`src/rtl/timer_irq_dev.sv`:
```
// timer_irq_dev: bus-mapped programmable down-counter with one interrupt line.
// Mode 0 is one-shot with a sticky flag; mode 1 auto-reloads and pulses the flag
// for a single cycle. The flag is acknowledged by any write to CTRL or PRESET.
// A PRESET of 0 is handled like 1: the terminal test is COUNT <= 1, so COUNT
// never wraps below zero.

module timer_irq_dev #(
    parameter int unsigned CNT_W = 32
) (
    input  logic        clk,
    input  logic        reset,
    input  logic [1:0]  addr,
    input  logic        we,
    input  logic [31:0] wdata,
    output logic [31:0] rdata,
    output logic        irq
);

    localparam logic [1:0] AddrCtrl   = 2'd0;
    localparam logic [1:0] AddrPreset = 2'd1;
    localparam logic [1:0] AddrCount  = 2'd2;
    localparam logic [1:0] ModePeriod = 2'd1;

    localparam logic [CNT_W-1:0] CntOne = CNT_W'(1);

    typedef enum logic [1:0] {
        StIdle,
        StLoad,
        StCnt,
        StInt
    } state_e;

    state_e           state_q, state_d;
    logic             en_q, en_d;
    logic [1:0]       mode_q, mode_d;
    logic             im_q, im_d;
    logic [CNT_W-1:0] preset_q, preset_d;
    logic [CNT_W-1:0] count_q, count_d;
    logic             irq_flag_q, irq_flag_d;
    // Set for the cycle after a periodic interrupt so the flag drops one edge later.
    logic             pulse_q, pulse_d;

    logic ctrl_wr;
    logic preset_wr;

    assign ctrl_wr   = we && (addr == AddrCtrl);
    assign preset_wr = we && (addr == AddrPreset);

    // Next-state: FSM step first, then bus writes take priority over it.
    always_comb begin
        state_d    = state_q;
        en_d       = en_q;
        mode_d     = mode_q;
        im_d       = im_q;
        preset_d   = preset_q;
        count_d    = count_q;
        irq_flag_d = irq_flag_q;
        pulse_d    = 1'b0;

        // End of the one-cycle periodic pulse.
        if (pulse_q) begin
            irq_flag_d = 1'b0;
        end

        case (state_q)
            StIdle: begin
                if (en_q) begin
                    state_d = StLoad;
                end
            end
            StLoad: begin
                count_d = preset_q;
                state_d = StCnt;
            end
            StCnt: begin
                if (!en_q) begin
                    // Disabled mid-count: COUNT stays frozen for software to inspect.
                    state_d = StIdle;
                end else if (count_q > CntOne) begin
                    count_d = count_q - CntOne;
                end else begin
                    count_d = '0;
                    state_d = StInt;
                end
            end
            StInt: begin
                irq_flag_d = 1'b1;
                state_d    = StIdle;
                if (mode_q == ModePeriod) begin
                    pulse_d = 1'b1;
                end else begin
                    // One-shot and reserved modes stop after a single expiry.
                    en_d = 1'b0;
                end
            end
            default: begin
                state_d = StIdle;
            end
        endcase

        if (ctrl_wr) begin
            en_d   = wdata[0];
            mode_d = wdata[2:1];
            im_d   = wdata[3];
        end

        if (preset_wr) begin
            preset_d = wdata[CNT_W-1:0];
        end

        // Software acknowledge beats a flag set on the same edge.
        if (ctrl_wr || preset_wr) begin
            irq_flag_d = 1'b0;
        end
    end

    // State register with synchronous active-high reset.
    always_ff @(posedge clk) begin
        if (reset) begin
            state_q    <= StIdle;
            en_q       <= 1'b0;
            mode_q     <= 2'b00;
            im_q       <= 1'b0;
            preset_q   <= '0;
            count_q    <= '0;
            irq_flag_q <= 1'b0;
            pulse_q    <= 1'b0;
        end else begin
            state_q    <= state_d;
            en_q       <= en_d;
            mode_q     <= mode_d;
            im_q       <= im_d;
            preset_q   <= preset_d;
            count_q    <= count_d;
            irq_flag_q <= irq_flag_d;
            pulse_q    <= pulse_d;
        end
    end

    // Combinational register read, zero-extended to the bus width.
    always_comb begin
        rdata = 32'd0;
        case (addr)
            AddrCtrl:   rdata = {28'd0, im_q, mode_q, en_q};
            AddrPreset: rdata = 32'(preset_q);
            AddrCount:  rdata = 32'(count_q);
            default:    rdata = 32'd0;
        endcase
    end

    assign irq = irq_flag_q & im_q;

endmodule

```
`config.mk`:
```
export PLATFORM = sky130hd
export DESIGN_NAME = timer_irq_dev
export DESIGN_NICKNAME = d
export VERILOG_FILES = /design/src/rtl/timer_irq_dev.sv
export SDC_FILE = /design/constraint.sdc
export NUM_CORES = 1
export LEC_CHECK = 0
export CAP_MARGIN = 5
export CELL_PAD_IN_SITES_DETAIL_PLACEMENT = 1
export CELL_PAD_IN_SITES_GLOBAL_PLACEMENT = 1
export CORE_UTILIZATION = 30
export DETAILED_ROUTE_END_ITERATION = 8
export GPL_TIMING_DRIVEN = 1
export PLACE_DENSITY = 0.63
export SYNTH_ARGS = -nofsm -noshare
export SYNTH_HDL_FRONTEND = slang
export SYNTH_SLANG_ARGS = --single-unit
```
`constraint.sdc`:
```
create_clock -name clk -period 2.9 [get_ports clk]
set_clock_uncertainty 0.05 [all_clocks]
set_input_delay 0.29 -clock clk [delete_from_list [all_inputs] [get_ports clk]]
set_output_delay 0.29 -clock clk [all_outputs]
set_load 0.02 [all_outputs]
```
==> Word-level counts from Yosys, hierarchy flattened <==
Cells that the tools add are included.
W data, S select, Z words.
{ "totals": {"ff_bits": 72, "output_inout_bits": 33, "word_cells": 49} }
{ "op_classes": {"addsub": 1, "magnitude_cmp": 1, "eq_ne": 10, "n_mux": 14, "bitwise": 2, "n_reduce_logical": 13} }
{ "ops": {"columns": ["operator", "count"], "rows": [
  ["$pmux W32 S3", 1],
  ["$mux W32", 2],
  ["$pmux W32 S2", 1],
  ["$gt A32 B1 Y1 const B", 1],
  ["$sub A32 B1 Y32 const B", 1],
  ["$pmux W2 S4", 1],
  ["$eq A2 B1 Y1 const B", 3],
  ["$eq A2 B2 Y1 const B", 3],
  ["$mux W1", 6],
  ["$mux W2", 3],
  ["$ne A2 B2 Y1 const B", 3],
  ["$reduce_and A2 Y1", 3],
  ["$reduce_bool A2 Y1", 3],
  ["$logic_not A2 Y1", 2],
  ["$reduce_or A2 Y1", 2],
  ["$ne A3 B3 Y1 const B", 1],
  ["$logic_and A1 B1 Y1", 2],
  ["$and A1 B1 Y1", 1],
  ["$logic_or A1 B1 Y1", 1],
  ["$not A1 Y1", 1]
]} }

==> Logic depth before layout (Yosys ltp) <==
{ "depth": {"ltp_word": 4, "mapped_depth": 9} }

==> Worst setup path before layout <==
OpenSTA, ideal clock, no wires.
{ "synth_path": {"path_kind": "register -> register", "start": "reg count_q[28]", "end": "reg count_q[5]", "t_arrival_ns": 2.271, "required_ns": 2.733, "path_slack_ns": 0.462, "path_stages_with_launch": 9, "path_buffers": 2, "synth_period_minus_slack_ns": 2.438, "path_cell_list": "dfxtp_1 buf_6 or4_4 or4_4 nor4_4 or2b_2 buf_6 o21ai_2 a32o_1"} }
{ "synth_via": {"elab_chain_len": 4} }
{ "synth_rtl": {"columns": ["item", "line", "source"], "rows": [
  ["start, declared", "38", "logic [CNT_W-1:0] count_q, count_d;"],
  ["start signal, assigned", "134", "count_q <= count_d;"],
  ["$gt A32 B1 Y1", "79", "end else if (count_q > CntOne) begin"],
  ["$mux W32", "79", null],
  ["$mux W32", "76", "if (!en_q) begin"],
  ["$pmux W32 S2", "65", "case (state_q)"]
]} }
No other way between the ends. The select of a mux whose other input is x is not followed.
A chain may end at the register's enable or synchronous reset.

==> Worst setup path in the final report <==
{ "layout_path": {"start": "reg count_q[31]", "end": "reg count_q[12]"} }
The elaborated chain is that of the path after synthesis.

==> run metrics <==
status finished, final reports clean; crit path DAT 2.75 ns; max_cap viols 0; Synth Warn # 0; post-DR wirelength/cell 18.14 µm; CTS clk-pin slew, worst paths 0.06 ns; cts repair resizes 0; final worst path period need between 2 and 3 ns; first-pass GRT wire length between 20,000 and 25,000 µm; initial antenna violation count 0; crit-path max cell delay ~0.55 ns; row count a little over 40; clock share of power about half; Slew @ Worst Pin about 0.9 ns; Mapped Area between 3000 and 4000 µm²; Top FF cell, synth dfxtp_1; area grow syn2layout 32.63%; Yosys cell types 51; Sum Neg Setup Slack 0 ns; Worst IR Drop VDD 0.2148 mV; fin cells 742; Placed Cells incl. Taps 726; sequential share of power between 40% and 50%; clock buffer depth 2; Net Count, Synth 541; DP Worst Slack around 0.32 ns; metal3 WL 425 µm; First DRT Iteration DRCs 199; number of global-route vias before repair 4,053; filler cell count 1,563; Critical Path End Type flip-flop; Critical Path, Cell by Cell or4_4, or4_4, nor4_4, nor2_2, a222oi_1, nor2_1; RSZ-0062 raised after global routing false; crit-path max FO 19; met1 WL 6612 µm; fin worst setup slack between 0.3 and 0.4 ns; Setup-failing EPs final 0; routed vias/inst roughly 5.4; Worst Path Required 3.05 ns; HP Class in -> reg; Int Power 1.888 mW; Worst-Skew Late Latency 0.34 ns; # diodes 0; clock sinks slightly above 70; CTS buffer count 9; port buffer count 69; effective utilization at floorplan 30.75%; Final Max Slew Viols 0; FFs w/ async S/R, synth 0%; uppermost layer routed met4; CP Launch Type flip-flop; final hold violations 0; hold slack around 0.37 ns; Remaining DRCs 0; Mapped Cells 502; number of cells on the critical path 6; ANT nets after route 0; TritonCTS clock tree yes; DP Wirelength 9256 µm; GR Overflow Total 0; pwr dens 480.6 nW/µm²; Slew headroom 39.25%; Hold Buf Count CTS 0; switching power 0.5860 mW; RePlAce Congestion between 0.7 and 0.8; fmax 0.3856 GHz; Post-synth EDFFs 0; synthesized area per cell 7.729 µm²; #FFs+latches synth 72; slowest CP cell or4_4; Die Width 115.7 µm; final WL 13,460 µm; switching share of total power 23.69%; cell at the root of the clock tree clkbuf_16; dpl cell area 4825 µm²; net count reported at finish between 600 and 700; share of cells above drive strength 1 9.474%; most used cell, CP or4_4; vias post-DR approximately 4,000; crit path buf inv count 0; largest net degree at the start of global routing 42; post-synthesis sequential area ratio 37.15%; worst reg-to-reg path cell count 6; routed wl met2 6278 µm; part of the power in combinational logic 9.5%; fin crit share between 80 and 90%; Ports 70; Core Region approximately 13,000 µm²; total power 2.474 mW; Crit path max-delay family simple AND/OR/NAND/NOR gates; Setup Fix Bufs, Post-CTS 0; Die Area between 10,000 and 15,000 µm²; Final Instance Area 5146 µm²; DR pass1 iterations 4; H-tree depth 3; WS Path Type reg -> reg; Leak Pwr 1.894 nW; Total GRT Usage 21.13%; final core utilization 40.78%; die span in y roughly 120 µm; hold path cells 2
==> power groups by stage <==
stage	Combinational, mW	Clock, mW	Sequential [mW]
floorplan	0.121	0	1.04
global placement	0.232	0	1.05
detailed placement	0.236	0	1.05
CTS	0.237	1.24	1.03
global route	0.256	1.28	1.03
finish	0.235	1.21	1.03
==> cells by family (layout without fill, tap and decap cells) <==
group / after synthesis / count (layout) / synth area share [%]
adders and majority gates: 2 / 2 / 0.6449
muxes: 13 / 13 / 3.418
and+or+nand+nor: 212 / 212 / 26.41
DFF: 72 / 72 / 37.15
AOI/OAI and AO/OA: 153 / 153 / 26.90
buffers and inverters: 50 / 118 / 5.482
==> cells in the mapped netlist (all sizes together) (5+ instances only) <==
cell type,instances,share of area (%)
nand2,106,10
dfxtp,72,37
a21oi,49,6.3
clkbuf,35,3.4
a22o,28,6.3
nor2,28,2.8
o21ai,20,2.8
nand3,16,2.1
a31oi,12,1.9
or4,12,2.5
mux2i,11,2.8
nor3,11,1.7
inv,10,0.97
nor4,9,1.8
nor2b,8,1.3
a22oi,7,1.4
a32o,5,1.3
buf,5,1.1
==> path summary, 6_finish.rpt <==
check | from | to | slack (ns)
worst max-delay path | count_q[31]$_SDFFE_PP0P_ | count_q[12]$_SDFFE_PP0P_ | 0.31
worst min-delay path | reset | count_q[20]$_SDFFE_PP0P_ | 0.37
worst max register to register | count_q[31]$_SDFFE_PP0P_ | count_q[12]$_SDFFE_PP0P_ | 0.31
worst min register to register | preset_q[8]$_SDFFE_PP0P_ | preset_q[8]$_SDFFE_PP0P_ | 0.43
==> metal layers <==
| layer | vias to the layer above | GRT usage, % |
|---|---|---|
| met1 | 1933 | 28.55 |
| met4 | 0 | 6.325 |
| met5 | - | 0 |
| li1 | 1969 | - |
| met3 | 10 | 3.243 |
| met2 | 65 | 34.77 |
==> final cells by class <==
| cell class | instances | area, µm² | area share (%) |
|---|---|---|---|
| tap | 172 | 215.2 | 4.182 |
| sequential | 72 | 1441 | 28.01 |
| clock inverter | 6 | 82.58 | 1.605 |
| clock buffer | 10 | 239.0 | 4.644 |
| timing repair buffer | 92 | 895.9 | 17.41 |
| inverter | 10 | 37.54 | 0.7294 |
| multi-input combinational | 380 | 2235 | 43.42 |
==> placed cells by master (no fill, tap or decap), types with 10 or more instances in the layout <==
master,count
a21oi_1,48
nand2_1,106
nand3_1,16
mux2i_1,11
a22o_1,28
inv_1,10
nor3_1,10
a31oi_1,12
or4_1,10
dfxtp_1,72
nor2_1,26
clkdlybuf4s50_1,68
buf_4,20
o21ai_0,18
==> registers in the layout, indices dropped and copies added (netlist names) <==
signal,cells
state_q,2
preset_q,32
en_q,1
mode_q,2
count_q,32
irq_flag_q,1
pulse_q,1
im_q,1
Power figures use the tool's default switching activity.
